## src/rtl/boot_sequencer_pkg.sv

```systemverilog
// Shared definitions for the boot sequencer.
//   state_t        : sequencer states (CHK is only reachable with BOOT_CHECKSUM_EN)
//   HDR_LEN        : header length in bytes (little-endian word count)
//   BYTES_PER_WORD : payload bytes packed into each IROM word
package boot_sequencer_pkg;

  typedef enum logic [2:0] {
    ST_HDR0  = 3'd0,
    ST_HDR1  = 3'd1,
    ST_LOAD  = 3'd2,
    ST_CHK   = 3'd3,
    ST_START = 3'd4,
    ST_RUN   = 3'd5,
    ST_ERROR = 3'd6
  } state_t;

  localparam int HDR_LEN        = 2;
  localparam int BYTES_PER_WORD = 4;
  localparam int BYTE_CNT_W     = $clog2(BYTES_PER_WORD);

  localparam logic [BYTE_CNT_W-1:0] LAST_BYTE = BYTE_CNT_W'(BYTES_PER_WORD - 1);

endpackage

```

## src/rtl/boot_sequencer_byte_packer.sv

```systemverilog
// byte_packer: assembles little-endian bytes into 32-bit words.
// Ports:
//   clk, rst_n  : clock, asynchronous active-low reset
//   clear       : drop any partial word (byte counter back to 0)
//   in_accept   : a byte is taken this cycle
//   in_data     : the byte
//   byte_cnt    : position of the next byte within the word
//   word_valid  : one-cycle pulse the cycle after the 4th byte is taken
//   word        : assembled word (stable while word_valid is high)
module byte_packer
  import boot_sequencer_pkg::*;
(
  input  logic                  clk,
  input  logic                  rst_n,
  input  logic                  clear,
  input  logic                  in_accept,
  input  logic [7:0]            in_data,
  output logic [BYTE_CNT_W-1:0] byte_cnt,
  output logic                  word_valid,
  output logic [31:0]           word
);

  // Bytes shift in from the top, so after four bytes byte 0 sits in [7:0].
  // NOTE: sequential state uses non-blocking assignments so every register
  // samples the pre-edge values regardless of statement order.
  always_ff @(posedge clk or negedge rst_n) begin
    if (!rst_n) begin
      byte_cnt   <= '0;
      word_valid <= 1'b0;
      word       <= '0;
    end else begin
      word_valid <= 1'b0;
      if (clear) begin
        byte_cnt <= '0;
      end else if (in_accept) begin
        word       <= {in_data, word[31:8]};
        byte_cnt   <= byte_cnt + 1'b1;
        word_valid <= (byte_cnt == LAST_BYTE);
      end
    end
  end

endmodule

```

## src/rtl/boot_sequencer.sv

```systemverilog
// boot_sequencer: loads a framed byte stream into IROM, then starts the core.
// Frame: 2-byte little-endian word count N, then 4*N payload bytes.
// Optional: define BOOT_CHECKSUM_EN to require a trailing XOR checksum byte
// (state CHK); mismatch goes to ERROR.
// Ports:
//   clk, rst_n               : clock, asynchronous active-low reset
//   in_valid/in_data/in_ready: byte stream handshake (accept on valid & ready)
//   soft_reboot              : restart loading, honoured in RUN and ERROR
//   setup                    : high whenever the core is not running
//   irom_we/addr/wdata       : IROM word write port
//   pc_first_we/addr         : one-cycle PC load with BOOT_PC
//   core_run                 : high in RUN
//   boot_error               : high in ERROR (sticky until soft_reboot/reset)
module boot_sequencer
  import boot_sequencer_pkg::*;
#(
  parameter int          ADDR_W  = 10,
  parameter logic [31:0] BOOT_PC = 32'h0000_0000
) (
  input  logic              clk,
  input  logic              rst_n,
  input  logic              in_valid,
  input  logic [7:0]        in_data,
  output logic              in_ready,
  input  logic              soft_reboot,
  output logic              setup,
  output logic              irom_we,
  output logic [ADDR_W-1:0] irom_addr,
  output logic [31:0]       irom_wdata,
  output logic              pc_first_we,
  output logic [31:0]       pc_first_addr,
  output logic              core_run,
  output logic              boot_error
);

  localparam int          N_W      = 8 * HDR_LEN;
  // One extra bit so a full 2**ADDR_W load ends without the index wrapping.
  localparam int          IDX_W    = ADDR_W + 1;
  localparam logic [31:0] CAPACITY = 32'd1 << ADDR_W;

  state_t           state, state_next;
  logic [7:0]       n_lo_q;
  logic [N_W-1:0]   n_q;
  logic [N_W-1:0]   n_header;
  logic [IDX_W-1:0] idx_q;
  logic             full_q, full_next;
  logic             in_ready_q, ready_next;
  logic             accept;
  logic             last_word;

  logic [BYTE_CNT_W-1:0] byte_cnt;
  logic                  word_valid;
  logic [31:0]           word;

`ifdef BOOT_CHECKSUM_EN
  logic [7:0] csum_q;
`endif

  assign accept    = in_valid & in_ready_q;
  assign n_header  = {in_data, n_lo_q};
  assign last_word = (32'(idx_q) + 32'd1) == 32'(n_q);

  byte_packer u_packer (
    .clk        (clk),
    .rst_n      (rst_n),
    .clear      (state != ST_LOAD),
    .in_accept  (accept && (state == ST_LOAD)),
    .in_data    (in_data),
    .byte_cnt   (byte_cnt),
    .word_valid (word_valid),
    .word       (word)
  );

  always_ff @(posedge clk or negedge rst_n) begin
    if (!rst_n) begin
      state      <= ST_HDR0;
      n_lo_q     <= '0;
      n_q        <= '0;
      idx_q      <= '0;
      full_q     <= 1'b0;
      in_ready_q <= 1'b0;
    end else begin
      state      <= state_next;
      full_q     <= full_next;
      in_ready_q <= ready_next;
      if (state == ST_HDR0 && accept) n_lo_q <= in_data;
      if (state == ST_HDR1 && accept) n_q    <= n_header;
      if (state != ST_LOAD)   idx_q <= '0;
      else if (word_valid)    idx_q <= idx_q + 1'b1;
    end
  end

`ifdef BOOT_CHECKSUM_EN
  always_ff @(posedge clk or negedge rst_n) begin
    if (!rst_n)                          csum_q <= '0;
    else if (state == ST_HDR1)           csum_q <= '0;
    else if (state == ST_LOAD && accept) csum_q <= csum_q ^ in_data;
  end
`endif

  // NOTE: every always_comb output gets a default first so no path can leave
  // it unassigned and infer a latch.
  always_comb begin
    state_next = state;
    full_next  = 1'b0;
    case (state)
      ST_HDR0: if (accept) state_next = ST_HDR1;
      ST_HDR1: begin
        if (accept) begin
          if (n_header == '0) begin
`ifdef BOOT_CHECKSUM_EN
            state_next = ST_CHK;
`else
            state_next = ST_START;
`endif
          end else if (32'(n_header) > CAPACITY) begin
            state_next = ST_ERROR;
          end else begin
            state_next = ST_LOAD;
          end
        end
      end
      ST_LOAD: begin
        // Once the final byte is taken, stop accepting while the last
        // word drains to IROM.
        full_next = full_q | (accept && byte_cnt == LAST_BYTE && last_word);
        if (word_valid && last_word) begin
`ifdef BOOT_CHECKSUM_EN
          state_next = ST_CHK;
`else
          state_next = ST_START;
`endif
          full_next  = 1'b0;
        end
      end
`ifdef BOOT_CHECKSUM_EN
      ST_CHK:   if (accept) state_next = (in_data == csum_q) ? ST_START : ST_ERROR;
`endif
      ST_START: state_next = ST_RUN;
      ST_RUN:   if (soft_reboot) state_next = ST_HDR0;
      ST_ERROR: if (soft_reboot) state_next = ST_HDR0;
      default:  state_next = ST_HDR0;
    endcase
    // in_ready is registered so it stays low through reset and rises on the
    // first edge afterwards.
    ready_next = (state_next inside {ST_HDR0, ST_HDR1, ST_CHK}) ||
                 (state_next == ST_LOAD && !full_next);
  end

  assign in_ready      = in_ready_q;
  assign setup         = (state != ST_RUN);
  assign core_run      = (state == ST_RUN);
  assign boot_error    = (state == ST_ERROR);
  assign pc_first_we   = (state == ST_START);
  assign pc_first_addr = BOOT_PC;
  assign irom_we       = word_valid && (state == ST_LOAD);
  assign irom_addr     = idx_q[ADDR_W-1:0];
  assign irom_wdata    = word;

endmodule

```

## config.mk

```make
export PLATFORM = sky130hd
export DESIGN_NAME = boot_sequencer
export DESIGN_NICKNAME = d
export VERILOG_FILES = /design/src/rtl/boot_sequencer_pkg.sv /design/src/rtl/boot_sequencer_byte_packer.sv /design/src/rtl/boot_sequencer.sv
export SDC_FILE = /design/constraint.sdc
export NUM_CORES = 1
export LEC_CHECK = 0
export BUFFER_PORTS_ARGS = -buffer_cell sky130_fd_sc_hd__buf_2
export CAP_MARGIN = 20
export CORE_ASPECT_RATIO = 0.5
export CORE_MARGIN = 4
export CORE_UTILIZATION = 38
export DETAILED_ROUTE_END_ITERATION = 8
export GPL_TIMING_DRIVEN = 0
export PLACE_DENSITY = 0.67
export SLEW_MARGIN = 20
export SYNTH_ARGS = -nofsm -noshare
export SYNTH_HDL_FRONTEND = slang
export SYNTH_HIERARCHICAL = 1
export SYNTH_SLANG_ARGS = --single-unit
```

## constraint.sdc

```tcl
create_clock -name clk -period 7.58 [get_ports clk]
set_clock_uncertainty 0.2 [all_clocks]
set_input_delay 0.379 -clock clk [delete_from_list [all_inputs] [get_ports clk]]
set_output_delay 0.379 -clock clk [all_outputs]
set_load 0.02 [all_outputs]
```

======== Word level (Yosys, flattened, before mapping) ========
Index checks and enable logic that the tools add are counted.
word-level totals
  word-level logic and storage cells ...... 61
  memory bits (read-only) ................. 0
  input port bits ......................... 12
  RAM bits ................................ 0
  bits in latches ......................... 0
  register bits ........................... 75
  memories ................................ 0
cells by class
  equality and inequality tests ........... 12
  reduce and logical (&&, ||, !) cells .... 18
  $add $sub $neg .......................... 3
  multipliers ............................. 0
  muxes and demuxes ....................... 15
  bitwise logic cells ..................... 3
  order comparisons ....................... 1
  div/mod/pow operators ................... 0
  shift-type cells ........................ 0
operator list
  kind                                                                      number
  11-bit 2-to-1 mux                                                         2
  3-bit 2-to-1 mux                                                          6
  12-bit by 16-bit equality test with 1-bit output                          1
  16-bit by 11-bit > comparator with 1-bit output (second input constant)   1
  16-bit zero test                                                          1
  3-bit one-hot mux with 5 select lines                                     1
  11-bit by 1-bit adder with 12-bit output (second input constant)          1
  11-bit by 1-bit adder with 11-bit output (second input constant)          1
  3-bit by 2-bit equality test with 1-bit output (second input constant)    3
  3-bit equality test (second input constant)                               3
  1-bit logical AND                                                         8
  3-bit by 1-bit equality test with 1-bit output (second input constant)    2
  3-bit zero test                                                           2
  1-bit 2-to-1 mux                                                          4
  2-bit 2-to-1 mux                                                          2
  2-bit nonzero test                                                        2
  3-bit by 2-bit inequality test with 1-bit output (second input constant)  1
  3-bit inequality test (second input constant)                             1
  3-bit nonzero test                                                        1
  2-bit by 1-bit adder with 2-bit output (second input constant)            1
  2-bit equality test (second input constant)                               1
  2-bit AND reduction                                                       1
  2-bit OR reduction                                                        1
  1-bit bitwise AND                                                         1
  4 further kinds                                                           4

======== Depth between registers and ports, before layout ========
  depth after elaboration ................. 9
  gate-level depth with buffers ........... 9

======== Cells and area by module ========
The synthesis kept the hierarchy.
modules (own cells, without submodules)
  module          sequential area each (µm²)  area an instance (µm²)  cells an instance  instances
  boot_sequencer  1001.0                      2552.4                  250                1
  byte_packer     875.8                       1475.2                  78                 1

======== Least setup slack after synthesis ========
Ideal clock, no wire load.
  path type ............................... flip-flop to flip-flop
  start point ............................. register state[2]
  end point ............................... register u_packer.word[0]
  period minus slack after synthesis ...... 2596 ps
  arrival ................................. 2271 ps
  setup time .............................. 125 ps
  buffers on the path ..................... 4
  required time ........................... 7255 ps
  setup slack ............................. 4984 ps
  cell stages (with the launch flop) ...... 10
  cell sequence ........................... dfrtp_1 > clkbuf_1 > nor3b_1 > inv_1 > clkbuf_1 > nor2_1 > nor2b_4 > buf_6 > buf_12 > mux2_4
on the way
  cells in the longest elaborated chain, start to end .. 3
ends and longest elaborated chain
  item                                                                                                                       RTL line                                    source
  from (decl)                                                                                                                boot_sequencer.sv:41                        state_t state, state_next;
  from (signal assigned)                                                                                                     boot_sequencer.sv:83                        state <= state_next;
  3-bit by 2-bit equality test with 1-bit output / 3-bit by 2-bit inequality test with 1-bit output (equally long branches)  boot_sequencer.sv:67, boot_sequencer.sv:66
  1-bit logical AND / 1-bit NOT (equally long branches)                                                                      n/a
  2-bit AND reduction (no source line) *                                                                                     n/a
  to (signal assigned)                                                                                                       boot_sequencer_byte_packer.sv:36            word <= {in_data, word[31:8]};
  to (decl)                                                                                                                  boot_sequencer_byte_packer.sv:20            output logic [31:0] word
Mark *: on every way between the ends. The rest lies on a longest branch, timed or not.
A chain may end at the register's enable or synchronous reset.

======== Worst setup path after layout ========
  start point ............................. register state[2]
  end point ............................... register u_packer.word[1]
Same word-level chain as after synthesis.

==> key figures <==
Run status
  – Run status: complete, no violations

Die
  – Num rows: 26
  – Vert. Die Dim: just over 80 µm
  – Total die area: about 12000 µm²
  – Die X-Extent: 154 µm
  – Core area: between 10000 and 15000 µm²
  – Initial core utilization: 0.392
  – I/O pin total: 92

Yosys
  – Post-synthesis xor/xnor area fraction: 0.0559
  – Fraction of the mapped netlist area in simple logic gates: 0.118
  – Mux share of post-synthesis cell area: 0.191
  – Async set or reset register ratio after synthesis: 1.00
  – Post-synth design cell area: approximately 4000 µm²
  – Mean instance size in the synthesized netlist: between 10 and 15 µm²
  – Gate Count Post-Synth: 328
  – EDFF count, synth: 0
  – Distinct cell type count of the synthesized netlist: 57
  – Number of warnings reported in the yosys synthesis log: 6
  – Most used flip-flop cell after synthesis: dfrtp_1
  – Dominant combinational cell family by area after synthesis: multiplexers
  – Share of the yosys chip area belonging to registers: 0.466
  – Adder-cell share of the synthesized area: 0.00621
  – Share of the synthesized area in compound gates (AO/OA/AOI/OAI): 0.0419
  – Number of synthesized register bits: between 70 and 80

Run
  – Number of max-cap violations: 0

Drt
  – Post-route ant nets: 0
  – Vias after detailed routing: 2607
  – Remaining design rule violation count: 0
  – Mean routed wirelength per cell: between 10 and 15 µm
  – Via density per instance: 4.53
  – Initial DRT Pass Iterations: 4
  – DR iter-0 viols: approximately 140
  – Wire length after detailed routing: between 8000 and 9000 µm

Global routing
  – Gr usage total: 0.133
  – Largest net degree at the start of global routing: 58
  – Initial antenna violation count: 0
  – First-pass GRT wire length: 13200 µm
  – Global route total overflow: 0
  – Via count of the first global-routing pass: 2522

Pwr
  – Ratio of total power to cell area: ~170 nW/µm²
  – Maximum vdd drop: between 100 and 150 µV
  – Leakage power summed over all cells: approximately 2.6 nW

Critical path
  – Slowest cell on the critical path: nor3b_1
  – Cell breakdown of the critical path: clkbuf_1 > nor3b_1 > inv_1 > clkbuf_1 > nor2_1 > nor2b_4 > buf_6 > buf_12 > mux2_4
  – Biggest cell delay along the critical path: about 0.43 ns
  – Worst Path Buf+Inv: 5
  – Setup Crit Path Kind: reg -> reg
  – Critical R2R Capture: u_packer/word[1]
  – Crit-path leading delay family: buffers and inverters
  – Setup slack, reg-to-reg: approximately 4.6 ns
  – End point of the critical path: u_packer/word[1]
  – Required time reported for the critical path endpoint: approximately 7.6 ns
  – Maximum fanout along the worst path: 12
  – Most frequent CP cell: clkbuf_1
  – Register-to-Register Path Depth: 9
  – Sort of element at the start of the critical path: register
  – Worst path arrival time: between 3 and 4 ns
  – Sort of element at the end of the critical path: register
  – Reg2Reg Launch Point: state[2]
  – Logic depth of the worst setup path including buffers: 9
  – Crit. Startpoint: state[2]

Min path
  – Hold/Removal Path Class: in -> reg
  – HP Start: soft_reboot

Final layout
  – Nets@finish: ~450
  – Multi-input combinational cell area: 1790 µm²
  – Area used by sequential logic in the layout: ~1900 µm²
  – Most frequent cells in the layout: dfrtp_1 (75), buf_2 (60), buf_4 (44)
  – Commonest non-fill, non-tap cell in the layout: dfrtp_1
  – Ant. Diodes: 0
  – Layout area overhead: 22.8%
  – Number of fill cells: 936
  – Fraction of final layout cells with drive strength greater than 1: 0.450

Clock network
  – Clock H-tree levels: 3
  – Cell at the root of the clock tree: clkbuf_16
  – CTS buffer count: 9
  – Clock edge transition at the registers on the reported setup and hold paths: 0.06 ns
  – Worst-skew pair later-pin latency: about 0.33 ns
  – CTS tree: done
  – TritonCTS Sinks: 75
  – Number of buffers added for setup after CTS: 0
  – Post-cts resize count: 0
  – Max Buffers Root-to-Sink: 2

STA
  – Time the final worst path needs with I/O delays and setup: 3.03 ns
  – Number of hold violations in the final report: 0
  – Crit path setup slack, layout: around 4.6 ns
  – Total count of max-transition violations in the final report: 0
  – FMAX: roughly 0.33 GHz
  – Share of the clock period used by the worst path after layout: 0.400
  – Tightest Pin Transition: 0.675 ns
  – Unrepaired setup endpoints after global routing: false
  – Final total negative setup slack: 0 ns
  – Worst slew margin relative to its limit: 0.550
  – Setup-failing EPs final: 0

Placed design
  – HPWL Detailed: a little under 6000 µm
  – Placer congestion estimate: just under 0.8
  – Count of port buffers added during placement: 59
  – Dpl ws: between 4 and 5 ns
## final cells by class
cell class                 count  share of cell area
buffer                        56              0.0921
clock inverter                 5             0.00759
multi-input combinational    221               0.361
sequential                    75               0.380
inverter                       7             0.00531
timing repair buffer          61              0.0678
tap                          140              0.0354
clock buffer                  11              0.0511
## where the power goes
group | internal, mW | switching, mW | total, mW | leakage, nW
clock | 0.240 | 0.164 | 0.404 | 0.138
sequential | 0.403 | 0.00226 | 0.405 | 1.03
combinational | 0.0203 | 0.0325 | 0.0528 | 1.44
total | 0.663 | 0.199 | 0.862 | 2.61
## cells in the mapped netlist (3+ instances only)
cell type,count,share of area
a21oi_1,5,0.0062
and2_1,3,0.0047
buf_12,3,0.015
buf_4,43,0.080
buf_6,3,0.0084
clkbuf_1,4,0.0037
dfrtp_1,75,0.47
inv_1,7,0.0065
mux2_2,27,0.075
mux2_4,29,0.11
nand2_1,12,0.011
nand3_1,9,0.011
nor2_1,19,0.018
nor3_1,6,0.0075
nor4_1,3,0.0047
o21ai_0,6,0.0075
or3_1,4,0.0062
xnor2_1,11,0.024
xor2_1,11,0.024
## worst register-to-register path, cell delays in order (launching register included)
cell,delay (ns)
dfrtp_1,0.35
clkbuf_1,0.21
nor3b_1,0.43
inv_1,0.20
clkbuf_1,0.36
nor2_1,0.34
nor2b_4,0.20
buf_6,0.15
buf_12,0.15
mux2_4,0.31
## sequential cells by signal, indices dropped and copies added (netlist names)
name and cells:
full_q 1, idx_q 11, in_ready 1, n_lo_q 8, n_q 16, state 3
u_packer/byte_cnt 2, u_packer/word 32, u_packer/word_valid 1
## how the worst min path moves through the flow
stage	to	slack (ns)	cells after the start
6_report	state[0]	0.08	2
5_1_grt	state[0]	0.08	2
4_1_cts	state[0]	0.07	2
3_5_place_dp	u_packer/word[14]	0.07	1
3_3_place_gp	in_ready	0.27	1
2_1_floorplan	full_q	-0.12	0
## per-layer routing
layer / wire, µm / vias up / global-route usage
met1: 3870 / 1246 / 0.182
met3: 544 / 9 / 0.0474
met2: 3550 / 82 / 0.206
li1: - / 1270 / -
met4: 83 / 0 / 0.0291
met5: 0 / - / 0
## logic make-up after synthesis
family / count (synthesis)
compound gates: 25
xor+xnor: 24
fa+ha+maj: 2
buf+inv: 63
flops: 75
mux: 59
other cells: 1
simple gates: 79
## through the flow
step	cells	instance area (µm²)	util	power, mW	hold slack (ns)
final	576	4940	0.481	0.862	0.0787
after global routing	576	4940	0.481	0.898	0.0761
after CTS	576	4940	0.481	0.872	0.0675
after detailed placement	559	4640	0.452	0.465	0.0750
after global placement	558	4610	0.449	0.462	0.269
after floorplan	359	4140	-	0.446	-0.117
## repair_timing
action                                  CTS  global route
endpoints found under the setup margin    0             0
endpoints found under the hold margin    18             0
hold buffers                              1             0
No activity file was read; power rests on OpenSTA's default activity.
